## config.mk

```make
export PLATFORM = sky130hd
export DESIGN_NAME = dino_motion_engine_flat
export DESIGN_NICKNAME = d
export VERILOG_FILES = /design/src/rtl/dino_motion_engine_if.sv /design/src/rtl/dino_motion_engine.sv /design/src/flat_wrapper.sv
export SDC_FILE = /design/constraint.sdc
export NUM_CORES = 1
export LEC_CHECK = 0
export CAP_MARGIN = 5
export CORE_AREA = 2 2 118 120
export CTS_CLUSTER_SIZE = 24
export DETAILED_ROUTE_END_ITERATION = 6
export DIE_AREA = 0 0 120 122
export GPL_TIMING_DRIVEN = 1
export MAX_ROUTING_LAYER = met4
export SLEW_MARGIN = 10
export SYNTH_ARGS = -nofsm -noshare
export SYNTH_HDL_FRONTEND = slang
export SYNTH_SLANG_ARGS = --single-unit
```

## constraint.sdc

```tcl
create_clock -name clk -period 6.9 [get_ports clk]
set_input_delay 1.38 -clock clk [delete_from_list [all_inputs] [get_ports clk]]
set_output_delay 1.38 -clock clk [all_outputs]
set_load 0.01 [all_outputs]
```

## src/rtl/dino_motion_engine_if.sv

```systemverilog
// Frame/control inputs and coordinate/status outputs exchanged between the
// VGA controller side (master) and the motion engine (slave).
interface dino_motion_engine_if;
  logic        screen_ready;
  logic        collision_detected;
  logic        start;
  logic        jump;
  logic [31:0] x_coor;
  logic [31:0] y_coor;
  logic [31:0] x_coor_obstacle;
  logic [31:0] y_coor_obstacle;
  logic [15:0] score;
  logic        game_over;
  logic [1:0]  state;

  modport master (
    output screen_ready, collision_detected, start, jump,
    input  x_coor, y_coor, x_coor_obstacle, y_coor_obstacle, score, game_over, state
  );
  modport slave (
    input  screen_ready, collision_detected, start, jump,
    output x_coor, y_coor, x_coor_obstacle, y_coor_obstacle, score, game_over, state
  );
endinterface

```

## src/rtl/dino_motion_engine.sv

```systemverilog
// Per-frame game physics: run/jump/dead FSM, dino jump arc, scrolling
// obstacle with wrap-around and saturating score. All outputs registered.
module dino_motion_engine #(
  parameter int DINO_X       = 240,
  parameter int GROUND_Y     = 320,
  parameter int OBST_START_X = 680,
  parameter int OBST_SPEED   = 4,
  parameter int JUMP_V0      = 16,
  parameter int GRAVITY      = 1
) (
  input  logic                 clk,
  input  logic                 reset,
  dino_motion_engine_if.slave  bus
);
  typedef enum logic [1:0] {IDLE = 2'd0, RUN = 2'd1, JUMP = 2'd2, DEAD = 2'd3} state_t;

  localparam logic [11:0]        GROUND  = 12'(GROUND_Y);
  localparam logic signed [12:0] GROUND_S = 13'(GROUND_Y);
  localparam logic [10:0]        OBST_X0 = 11'(OBST_START_X);
  localparam logic [10:0]        SPEED   = 11'(OBST_SPEED);
  localparam logic signed [7:0]  V0      = 8'(JUMP_V0);
  localparam logic signed [7:0]  GRAV    = 8'(GRAVITY);

  state_t             state_q, state_d;
  logic [11:0]        y_q, y_d;
  logic [10:0]        xo_q, xo_d;
  logic [15:0]        score_q, score_d;
  logic signed [7:0]  vel, vel_d;
  logic               jp_q, jp_d;
  logic               sr_d;
  logic               tick;
  logic [10:0]        xo_step;
  logic [15:0]        score_step;
  logic signed [12:0] y_cand;

  assign tick = bus.screen_ready & ~sr_d;

  // Obstacle advance shared by RUN and JUMP; the reload case is where a
  // point is scored, so both values come out of one comparison.
  always_comb begin
    xo_step    = xo_q - SPEED;
    score_step = score_q;
    if (xo_q < SPEED) begin
      xo_step    = OBST_X0;
      score_step = (score_q == 16'hFFFF) ? score_q : score_q + 16'd1;
    end
  end

  // Screen y grows downward, so subtracting an upward velocity raises the dino.
  assign y_cand = $signed({1'b0, y_q}) - $signed({{5{vel[7]}}, vel});

  always_comb begin
    state_d = state_q;
    y_d     = y_q;
    xo_d    = xo_q;
    score_d = score_q;
    vel_d   = vel;
    jp_d    = jp_q;
    if (tick || state_q != RUN) jp_d = 1'b0;
    else if (bus.jump)          jp_d = 1'b1;
    if (tick) begin
      unique case (state_q)
        IDLE: if (bus.start) state_d = RUN;
        RUN: begin
          if (bus.collision_detected) state_d = DEAD;
          else begin
            xo_d    = xo_step;
            score_d = score_step;
            if (jp_q) begin
              vel_d   = V0;
              state_d = JUMP;
            end
          end
        end
        JUMP: begin
          if (bus.collision_detected) state_d = DEAD;
          else begin
            xo_d    = xo_step;
            score_d = score_step;
            if (vel < 0 && y_cand >= GROUND_S) begin
              y_d     = GROUND;
              vel_d   = '0;
              state_d = RUN;
            end else begin
              y_d   = y_cand[11:0];
              vel_d = vel - GRAV;
            end
          end
        end
        DEAD: begin
          if (bus.start) begin
            y_d     = GROUND;
            xo_d    = OBST_X0;
            score_d = '0;
            vel_d   = '0;
            state_d = RUN;
          end
        end
        default: state_d = IDLE;
      endcase
    end
  end

  always_ff @(posedge clk) begin
    if (!reset) begin
      state_q <= IDLE;
      y_q     <= GROUND;
      xo_q    <= OBST_X0;
      score_q <= '0;
      vel     <= '0;
      jp_q    <= 1'b0;
      sr_d    <= 1'b0;
    end else begin
      state_q <= state_d;
      y_q     <= y_d;
      xo_q    <= xo_d;
      score_q <= score_d;
      vel     <= vel_d;
      jp_q    <= jp_d;
      sr_d    <= bus.screen_ready;
    end
  end

  assign bus.x_coor          = 32'(DINO_X);
  assign bus.y_coor          = {20'd0, y_q};
  assign bus.x_coor_obstacle = {21'd0, xo_q};
  assign bus.y_coor_obstacle = 32'(GROUND_Y);
  assign bus.score           = score_q;
  assign bus.game_over       = (state_q == DEAD);
  assign bus.state           = state_q;
endmodule

```

## src/flat_wrapper.sv

```systemverilog
// flat-port wrapper written by rule: the top's interface ports become plain ports
module dino_motion_engine_flat 
#(
  parameter int DINO_X       = 240,
  parameter int GROUND_Y     = 320,
  parameter int OBST_START_X = 680,
  parameter int OBST_SPEED   = 4,
  parameter int JUMP_V0      = 16,
  parameter int GRAVITY      = 1
)
  (clk, reset, bus_screen_ready, bus_collision_detected, bus_start, bus_jump, bus_x_coor, bus_y_coor, bus_x_coor_obstacle, bus_y_coor_obstacle, bus_score, bus_game_over, bus_state);
  dino_motion_engine_if bus_i ();
  input  logic clk;
  input  logic reset;
  input wire logic [$bits(bus_i.screen_ready)-1:0] bus_screen_ready;
  input wire logic [$bits(bus_i.collision_detected)-1:0] bus_collision_detected;
  input wire logic [$bits(bus_i.start)-1:0] bus_start;
  input wire logic [$bits(bus_i.jump)-1:0] bus_jump;
  output wire logic [$bits(bus_i.x_coor)-1:0] bus_x_coor;
  output wire logic [$bits(bus_i.y_coor)-1:0] bus_y_coor;
  output wire logic [$bits(bus_i.x_coor_obstacle)-1:0] bus_x_coor_obstacle;
  output wire logic [$bits(bus_i.y_coor_obstacle)-1:0] bus_y_coor_obstacle;
  output wire logic [$bits(bus_i.score)-1:0] bus_score;
  output wire logic [$bits(bus_i.game_over)-1:0] bus_game_over;
  output wire logic [$bits(bus_i.state)-1:0] bus_state;
  assign bus_i.screen_ready = bus_screen_ready;
  assign bus_i.collision_detected = bus_collision_detected;
  assign bus_i.start = bus_start;
  assign bus_i.jump = bus_jump;
  assign bus_x_coor = bus_i.x_coor;
  assign bus_y_coor = bus_i.y_coor;
  assign bus_x_coor_obstacle = bus_i.x_coor_obstacle;
  assign bus_y_coor_obstacle = bus_i.y_coor_obstacle;
  assign bus_score = bus_i.score;
  assign bus_game_over = bus_i.game_over;
  assign bus_state = bus_i.state;
  dino_motion_engine #(.DINO_X(DINO_X), .GROUND_Y(GROUND_Y), .OBST_START_X(OBST_START_X), .OBST_SPEED(OBST_SPEED), .JUMP_V0(JUMP_V0), .GRAVITY(GRAVITY)) u_core (.clk(clk), .reset(reset), .bus(bus_i));
endmodule
```

-- Word level (Yosys, flattened, before mapping)
Index checks and enable logic that the tools add are counted.
- bits of input ports: 6
- flip-flop bits (word level): 51
- word-level logic and storage cells: 71
- order comparisons: 3
- bitwise gates (word level): 3
- equal/unequal tests: 15
- reductions and logical operators: 14
- add/sub/neg operators: 4
- mux-type cells: 25
- operator list (operator ; count):
    $mux 16 ; 4
    $mux 8 ; 5
    $mux 12 ; 3
    $mux 11 ; 3
    $pmux 16 s2 ; 1
    $pmux 12 s2 ; 1
    $pmux 8 s3 ; 1
    $pmux 11 s2 ; 1
    $add 16x1->16 const B ; 1
    $eq 16x16->1 const B ; 1
    $ge 13x10->1 const B ; 1
    $sub 13x8->13 ; 1
    $reduce_and 4->1 ; 3
    $reduce_and 6->1 ; 2
    $lt 11x3->1 const B ; 1
    $sub 11x3->11 const B ; 1
    $mux 2 ; 5
    $ne 2x2->1 const B ; 5
    $lt 8x1->1 const B ; 1
    $ne 2x1->1 const B ; 4
    $sub 8x2->8 const B ; 1
    $ne 3x2->1 const B ; 2
    $pmux 2 s3 ; 1
    $reduce_or 2->1 ; 3
    9 further kinds ; 12

-- Longest topological paths before layout
Gate-level depths: netlist (run 1).
- word-level depth: 6
- mapped depth: 11

-- Worst setup path after synthesis (run 1)
Ideal clock, no wire load.
- path kind: in2reg
- start: in bus_screen_ready
- end: reg u_core.score_q[0], in the netlist u_core.bus.score[0]
- library setup time: 0.128 ns
- setup slack: 3.890 ns
- buffers on the path: 2
- stages: 9
- arrival time: 2.883 ns
- cells stage by stage: nand2b_1 -> nor2_1 -> nand3b_1 -> a21oi_1 -> clkbuf_1 -> nand2_1 -> nand2_1 -> clkbuf_1 -> nor2_1
- word-level cells in the longest chain between the ends: 2
- RTL lines (what ; line ; text):
    start, declared ; flat_wrapper.sv:15 ; input wire logic [$bits(bus_i.screen_ready)-1:0] bus_screen_ready;
    $and 1x1->1 ; dino_motion_engine.sv:36 ; assign tick = bus.screen_ready & ~sr_d;
    $reduce_and 6->1 (no line) ; n/a ;
    end signal, assigned ; dino_motion_engine.sv:117 ; score_q <= score_d;
    end, declared ; dino_motion_engine.sv:27 ; logic [15:0] score_q, score_d;
Every way passes these cells.
A chain may end at the register's enable or synchronous reset.

-- Worst setup path after layout (run 1)
- start: in bus_screen_ready
- end: reg u_core.score_q[5], in the netlist u_core.bus.score[5]
Same word-level chain as after synthesis.

==> impl_metrics.csv, run 1 <==
group,metric,value,unit
floorplanning,floorplan.die_area,14600,µm²
sta,finalHoldViolations,0,
floorplanning,core,13500,µm²
run,max_cap_viol_count,0,
yosys,synth_edf_count,0,
place,detailed_place.area,4170,µm²
critical_path,crit_path_max_fanout,12,
drt,drt-total-wl,8.31,mm
drt,drt_iter0_markers,172,
global_route,gr-usage-all-layers,0.115,
place,port_buffers,45,
critical_path,critPathKind,"input pin to flip-flop",
finish,final_cell_mix,"conb_1 (107), dfxtp_1 (49), clkdlybuf4s50_1 (45)",
finish,syn_to_final_growth,9.27,%
sta,slew_headroom,0.316,
drt,dr.pass1.iters,4,
global_route,grt_max_degree,23,
sta,fin_crit,3700,ps
yosys,synth.avg_cell_area,7.93,µm²
critical_path,reg2reg_depth,9,
clock_network,cts_made_buffers,5,
yosys,syn_area,3960,µm²
global_route,grt_pass1_wl,13.5,mm
clock_network,cts_tree,"done",
place,place_congestion,0.862,
clock_network,post-cts-setup-buffer-count,0,
sta,finalSetupTns,0,ps
sta,worst_slew_pin_slew,1020,ps
sta,rsz0062_at_grt,"no",
drt,drc,0,
clock_network,cts.sinks,49,
status,outcome,"finished clean",
power,p_total,691,µW
min_path,hold-path-cell-count,2,
global_route,grt_pass1_vias,2858,
yosys,synth_seq_cells,49,
yosys,yosysUniqueCellTypes,62,
floorplanning,chipWidth,120,µm
clock_network,insertion_delay,300,ps
floorplanning,dieHeight,122,µm
drt,vias_per_cell,4.44,
yosys,synthArstFlopShare,0,
global_route,antenna_found_initial,0,
finish,drive_gt1_frac,0.0448,
clock_network,clkTransAtPathRegs,70,ps
critical_path,crit_required,7070,ps
clock_network,cts_max_level,2,
critical_path,end_kind,"flip-flop",
sta,fin_crit_sh,0.537,
floorplanning,pin_count,153,
clock_network,cts_root_buf,"clkbuf_16",
sta,fin_skew,11.3,ps
sta,max_clock_freq,270,MHz
power,p_per_area,160,nW/µm²
min_path,hp-class,"flip-flop to flip-flop",
clock_network,clockBufferDepth,2,
global_route,globalRouteOverflowTotal,0,
yosys,ys_seq_area_frac,0.248,
finish,final_common_cell,"conb_1",
clock_network,ctsHoldBuffers,0,
finish,layout.nets,561,
floorplanning,start_util,0.293,
drt,postRouteAntennaNets,0,
yosys,synth_warnings,0,
yosys,yosys_most_used_dff,"dfxtp_1",
finish,layoutNonFillerInstCount,716,
place,dp_hpwl,6.27,mm
drt,wire_per_inst,11.6,µm
sta,drv_slew,0,
sta,setup_viol,0,
power,ir_drop,0.000120,V
critical_path,startpoint_type,"input pin",
clock_network,ctsResizeCount,0,
floorplanning,fp-row-count,43,
finish,num_antenna_cells,0,
power,leakage,1.72,nW
place,dp_cells,708,
critical_path,cp.arrival,3870,ps
finish,finish.instance_area,4320,µm²
yosys,netlist_instances,499,
finish,utilization,0.320,
drt,via_count,3179,
stage by stage:
step / worst slack (ps) / hold WS, ps
floorplan: 3890 / 458
global placement: 2970 / 469
detailed placement: 2880 / 470
CTS: 3180 / 480
global route: 2860 / 513
finish: 3200 / 482
cells by family after synthesis:
logic type / synth area share
buffers and inverters: 0.239
and+or+nand+nor: 0.220
other: 0.00190
AOI/OAI and AO/OA: 0.163
xor gates and xnor gates: 0.0576
muxes: 0.00538
adders and majority gates: 0.0652
DFF: 0.248
worst max-delay path, stage by stage:
cell,delay [ps]
clkdlybuf4s50_1,490
nand2b_1,140
nor2_1,260
nand3b_1,270
a21oi_1,770
nand2_1,120
nand2_1,340
nor2_1,90
sequential cells by signal, summed over array words and instances, names as in the netlist:
name	cells
u_core.bus.score	16
u_core.bus.state	2
u_core.jp_q	1
u_core.sr_d	1
u_core.vel	8
u_core.xo_q	9
u_core.y_q	12
final cells by class:
cell class | instances | area (µm²)
fillers | 1466 | 9180
multi-input cells | 413 | 2430
flip-flops and latches | 49 | 981
repair buffers | 46 | 458
well taps | 180 | 225
clock buffers | 5 | 125
inverters | 20 | 75.1
clock inverters | 3 | 26.3
layer usage:
layer | share of wire | track usage | up-vias
met3 | 0.055 | 0.0239 | 8
met2 | 0.48 | 0.188 | 119
li1 | - | - | 1597
met4 | 0.012 | 0.0412 | 0
met5 | 0 | - | -
met1 | 0.45 | 0.139 | 1455
where the power goes:
part | switching, mW | total (mW) | internal (mW)
Sequential | 0.00761 | 0.296 | 0.289
Combinational | 0.0927 | 0.137 | 0.0448
Clock | 0.119 | 0.258 | 0.139
Total | 0.219 | 0.691 | 0.472
Yosys cell counts, drive strengths merged, types with 4 or more instances:
cell type	count	area, µm²
a31oi	5	31.3
xnor2	15	131
dfxtp	49	981
a211o	5	43.8
nor3	7	35.0
nor2	44	165
o211ai	7	52.6
or4	8	60.1
and3	10	62.6
nand2b	10	62.6
nand2	40	150
a21o	4	31.3
nor4	5	31.3
clkbuf	9	33.8
nand3	11	55.1
or3	9	56.3
a21oi	30	158
buf	113	835
ha	19	238
o21ai	11	55.1
xor2	11	96.3
inv	20	75.1
and4	6	52.6
worst paths after layout:
check,start,to,slack [ps]
min reg2reg,u_core.y_q[5],u_core.y_q[5],480
max reg2reg,u_core.vel[7],u_core.vel[5],3490
max,bus_screen_ready,u_core.bus.score[5],3200
min,u_core.y_q[5],u_core.y_q[5],480
Note: power is estimated with default switching activity, not from simulation.
==> inputs of run 2 (changes only) <==
==> constraint.sdc (replaced) <==
create_clock -name clk -period 3.2 [get_ports clk]
set_input_delay 0.64 -clock clk [delete_from_list [all_inputs] [get_ports clk]]
set_output_delay 0.64 -clock clk [all_outputs]
set_load 0.01 [all_outputs]
==> run 2 against run 1 <==
Compared with the run above:
- core utilization increased by 0.70 points
- first-iteration DRC count is 10% lower
- flip-flop and latch count stayed put
- sequential power up 120%
- highest routed layer unchanged
==> impl_metrics.csv, run 2 (synthesized netlist as in run 1, its figures left out) <==
group,metric,value,unit
drt,drc,0,
sta,rsz0062_at_grt,"no",
global_route,grt_pass1_vias,2944,
floorplanning,chipWidth,120,µm
sta,fin_ws,240,ps
global_route,grt_max_degree,23,
sta,fin_crit,2960,ps
clock_network,clkTransAtPathRegs,70,ps
critical_path,crit_path_max_fanout,22,
clock_network,cts_max_level,2,
clock_network,clockBufferDepth,2,
sta,worst_slew_pin_slew,634,ps
critical_path,regToRegSetupSlack,240,ps
drt,wire_per_inst,11.5,µm
finish,drive_gt1_frac,0.0639,
clock_network,cts_made_buffers,5,
global_route,globalRouteOverflowTotal,0,
finish,final_common_cell,"conb_1",
floorplanning,dieHeight,122,µm
clock_network,ctsHoldBuffers,0,
clock_network,insertion_delay,300,ps
run,max_cap_viol_count,0,
place,preCtsSetupSlack,248,ps
sta,finalSetupTns,0,ps
power,p_per_area,338,nW/µm²
sta,slew_headroom,0.573,
sta,drv_slew,0,
drt,postRouteAntennaNets,0,
finish,largest_reg_flops,16,
clock_network,cts_root_buf,"clkbuf_16",
critical_path,end_kind,"flip-flop",
clock_network,cts_tree,"done",
sta,setup_viol,0,
sta,max_clock_freq,338,MHz
finish,final_cell_mix,"conb_1 (107), dfxtp_1 (49), clkdlybuf4s50_1 (45)",
drt,dr.pass1.iters,4,
status,outcome,"finished clean",
global_route,grt_pass1_wl,13.9,mm
floorplanning,core,13500,µm²
global_route,gr-usage-all-layers,0.117,
place,port_buffers,45,
power,ir_drop,0.000178,V
finish,num_antenna_cells,0,
drt,vias_per_cell,4.41,
power,leakage,1.78,nW
place,place_congestion,0.818,
clock_network,ctsResizeCount,0,
clock_network,post-cts-setup-buffer-count,0,
floorplanning,fp-row-count,43,
sta,finalHoldViolations,0,
finish,syn_to_final_growth,11.7,%
floorplanning,start_util,0.293,
critical_path,startpoint_type,"flip-flop",
sta,fin_crit_sh,0.925,
place,dp_hpwl,6.45,mm
power,p_total,1.49,mW
drt,drt-total-wl,8.38,mm
floorplanning,pin_count,153,
place,detailed_place.area,4270,µm²
critical_path,critPathKind,"flip-flop to flip-flop",
critical_path,crit_required,3420,ps
drt,via_count,3211,
clock_network,cts.sinks,49,
finish,finish.instance_area,4420,µm²
finish,layout.nets,573,
drt,drt_iter0_markers,154,
critical_path,cp.arrival,3180,ps
min_path,hp-class,"flip-flop to flip-flop",
sta,fin_skew,7.90,ps
global_route,antenna_found_initial,0,
floorplanning,floorplan.die_area,14600,µm²
sta,holdWs,469,ps
## run 2: changes by cell type in the layout (fill, tap and decap cells not counted), sizes merged
cell,previous run,this run
buf,1,13
clkinv,0,1
clkinvlp,0,1
inv,23,21
## run 2: layer usage
metal	GRT usage	share of wire	vias up
met5	-	0	-
met4	0.0235	0.0082	0
met3	0.0281	0.053	7
met2	0.195	0.48	99
met1	0.146	0.46	1494
li1	-	-	1611
## run 2: where the power goes
group / leakage, nW / internal (mW) / total [mW] / switching (mW)
combinational: 1.31 / 0.107 / 0.309 / 0.202
sequential: 0.396 / 0.623 / 0.639 / 0.0163
clock: 0.0704 / 0.294 / 0.547 / 0.252
total: 1.78 / 1.02 / 1.49 / 0.470
## run 2: path summary, 6_finish.rpt
kind	start	to	cells past startpoint
max reg2reg	u_core.y_q[0]	u_core.vel[7]	11
min reg2reg	u_core.y_q[0]	u_core.y_q[0]	2
min	u_core.y_q[0]	u_core.y_q[0]	2
max	u_core.y_q[0]	u_core.vel[7]	11
## run 2: worst max-delay path: stages (launching register included)
cell	delay, ps
dfxtp_1	350
inv_1	50
ha_1	210
fa_1	390
nand2b_1	170
a21o_2	240
a21oi_1	240
o41a_1	290
a31oi_1	100
buf_12	190
or4_1	490
a31oi_1	170
## run 2: layout make-up
type                       instances  area (µm²)
clock buffer                       5         125
clock inverter                     3        25.0
fill                            1439        9090
inverter                          20        75.1
multi-input combinational        413        2420
sequential                        49         981
tap                              180         225
timing repair buffer              58         561
## run 2: through the flow
stage | std cells | utilization
final | 728 | 0.327
after floorplan | 604 | -
after detailed placement | 720 | 0.316
after CTS | 728 | 0.327
after global routing | 728 | 0.327
after global placement | 720 | 0.316
==> inputs of run 3 (changes only) <==
--- a/config.mk
+++ b/config.mk
@@ -6,12 +6,13 @@
 export NUM_CORES = 1
 export LEC_CHECK = 0
 export CAP_MARGIN = 5
-export CORE_AREA = 2 2 118 120
+export CORE_AREA = 2 2 102 104
 export CTS_CLUSTER_SIZE = 24
 export DETAILED_ROUTE_END_ITERATION = 6
-export DIE_AREA = 0 0 120 122
+export DIE_AREA = 0 0 104 106
 export GPL_TIMING_DRIVEN = 1
 export MAX_ROUTING_LAYER = met4
+export PLACE_DENSITY = 0.77
 export SLEW_MARGIN = 10
 export SYNTH_ARGS = -nofsm -noshare
 export SYNTH_HDL_FRONTEND = slang
==> run 3 against run 2 <==
Compared with the run above:
- power decreased by 1.5%
- clock power decreased by 4.0%
- combinational power about the same
- first-iteration DRC count decreased by 25%
- flip-flop and latch count unchanged
- design area decreased by 1.8%
- critical path type unchanged
- critical endpoint unchanged
==> impl_metrics.csv, run 3 (synthesized netlist as in run 1, its figures left out) <==
group,metric,value,unit
drt,postRouteAntennaNets,0,
drt,via_count,3255,
power,ir_drop,0.000220,V
floorplanning,fp-row-count,37,
place,dp_hpwl,6.35,mm
floorplanning,start_util,0.396,
drt,drc,0,
global_route,globalRouteOverflowTotal,0,
critical_path,cp.arrival,3170,ps
global_route,grt_pass1_vias,2951,
sta,fin_crit,2940,ps
global_route,grt_pass1_wl,13.4,mm
clock_network,cts_made_buffers,5,
global_route,grt.busiest_layer,"met2",
finish,syn_to_final_growth,9.65,%
place,port_buffers,45,
drt,drt-total-wl,8.32,mm
finish,largest_reg_flops,16,
floorplanning,dieHeight,106,µm
critical_path,crit_required,3430,ps
sta,fin_skew,12.3,ps
global_route,grt_max_degree,23,
clock_network,cts_tree,"done",
place,place_congestion,0.851,
power,leakage,1.77,nW
drt,drt_iter0_markers,116,
finish,drive_gt1_frac,0.0657,
global_route,antenna_found_initial,0,
critical_path,crit_path_max_fanout,22,
clock_network,clkTransAtPathRegs,100,ps
floorplanning,pin_count,153,
drt,wire_per_inst,12.2,µm
critical_path,startpoint_type,"flip-flop",
finish,finish.instance_area,4340,µm²
sta,max_clock_freq,340,MHz
clock_network,clockBufferDepth,2,
clock_network,insertion_delay,310,ps
place,detailed_place.area,4190,µm²
global_route,gr-usage-met3,0.0270,
clock_network,cts_root_buf,"clkbuf_8",
global_route,gr-usage-all-layers,0.147,
sta,fin_ws,261,ps
place,preCtsSetupSlack,239,ps
global_route,grtUsageMet1,0.172,
drt,vias_per_cell,4.76,
min_path,hp-class,"flip-flop to flip-flop",
run,max_cap_viol_count,0,
floorplanning,core,10000,µm²
floorplanning,floorplan.die_area,11000,µm²
finish,fill_cells,1030,
power,p_per_area,339,nW/µm²
global_route,use_met2,0.258,
finish,layout.nets,573,
critical_path,critPathKind,"flip-flop to flip-flop",
sta,rsz0062_at_grt,"no",
finish,final_cell_mix,"conb_1 (107), dfxtp_1 (49), clkdlybuf4s50_1 (45)",
sta,worst_slew_pin_slew,534,ps
sta,finalHoldViolations,0,
sta,drv_slew,0,
status,outcome,"finished clean",
finish,num_antenna_cells,0,
sta,finalSetupTns,0,ps
finish,multi_input_area,2430,µm²
drt,dr.pass1.iters,4,
clock_network,ctsHoldBuffers,0,
clock_network,cts.sinks,49,
clock_network,cts_max_level,2,
sta,holdWs,478,ps
floorplanning,chipWidth,104,µm
finish,seq_area,981,µm²
sta,setup_viol,0,
critical_path,end_kind,"flip-flop",
sta,slew_headroom,0.641,
sta,fin_crit_sh,0.918,
finish,final_common_cell,"conb_1",
-- run 3: worst paths after layout --
path,startpoint,end,slack [ps],depth (start not counted)
worst max-delay path,u_core.y_q[0],u_core.vel[7],260,11
worst min-delay path,u_core.y_q[0],u_core.y_q[0],480,2
worst min register to register,u_core.y_q[0],u_core.y_q[0],480,2
worst max register to register,u_core.y_q[0],u_core.vel[7],260,11
-- run 3: through the flow --
step	total power, mW	util	std cells
4_1_cts	1.48	0.433	683
3_5_place_dp	0.955	0.419	675
6_report	1.47	0.434	684
2_1_floorplan	0.973	-	604
3_3_place_gp	0.947	0.419	675
5_1_grt	1.54	0.434	684
-- run 3: metal layers --
| layer | vias up | wire (µm) |
|---|---|---|
| li1 | 1610 | - |
| met1 | 1520 | 3570 |
| met2 | 116 | 4130 |
| met3 | 9 | 534 |
| met4 | 0 | 80 |
| met5 | - | 0 |
-- run 3: critical path, stage by stage, from the launching register on --
cell      delay (ps)
dfxtp_1          360
inv_1             50
ha_1             220
fa_1             400
nand2b_1         170
a21o_2           240
a21oi_2          170
o41a_1           270
a31oi_1           70
buf_4            220
or4_1            510
a31oi_1          170
-- run 3: power breakdown --
| group | switching [mW] | internal (mW) |
|---|---|---|
| clock | 0.214 | 0.311 |
| combinational | 0.203 | 0.106 |
| sequential | 0.0166 | 0.623 |
-- run 3: final cells by class --
cell class                 instances  share of cell area
sequential                        49               0.226
inverter                          20              0.0173
multi-input combinational        413               0.560
clock inverter                     3              0.0150
timing repair buffer              58               0.126
tap                              136              0.0392
clock buffer                       5              0.0159
-- run 3: what timing repair did --
item	4_1_cts	5_1_grt
resized for setup	0	1
setup endpoints to repair	0	1
buffers inserted	0	1
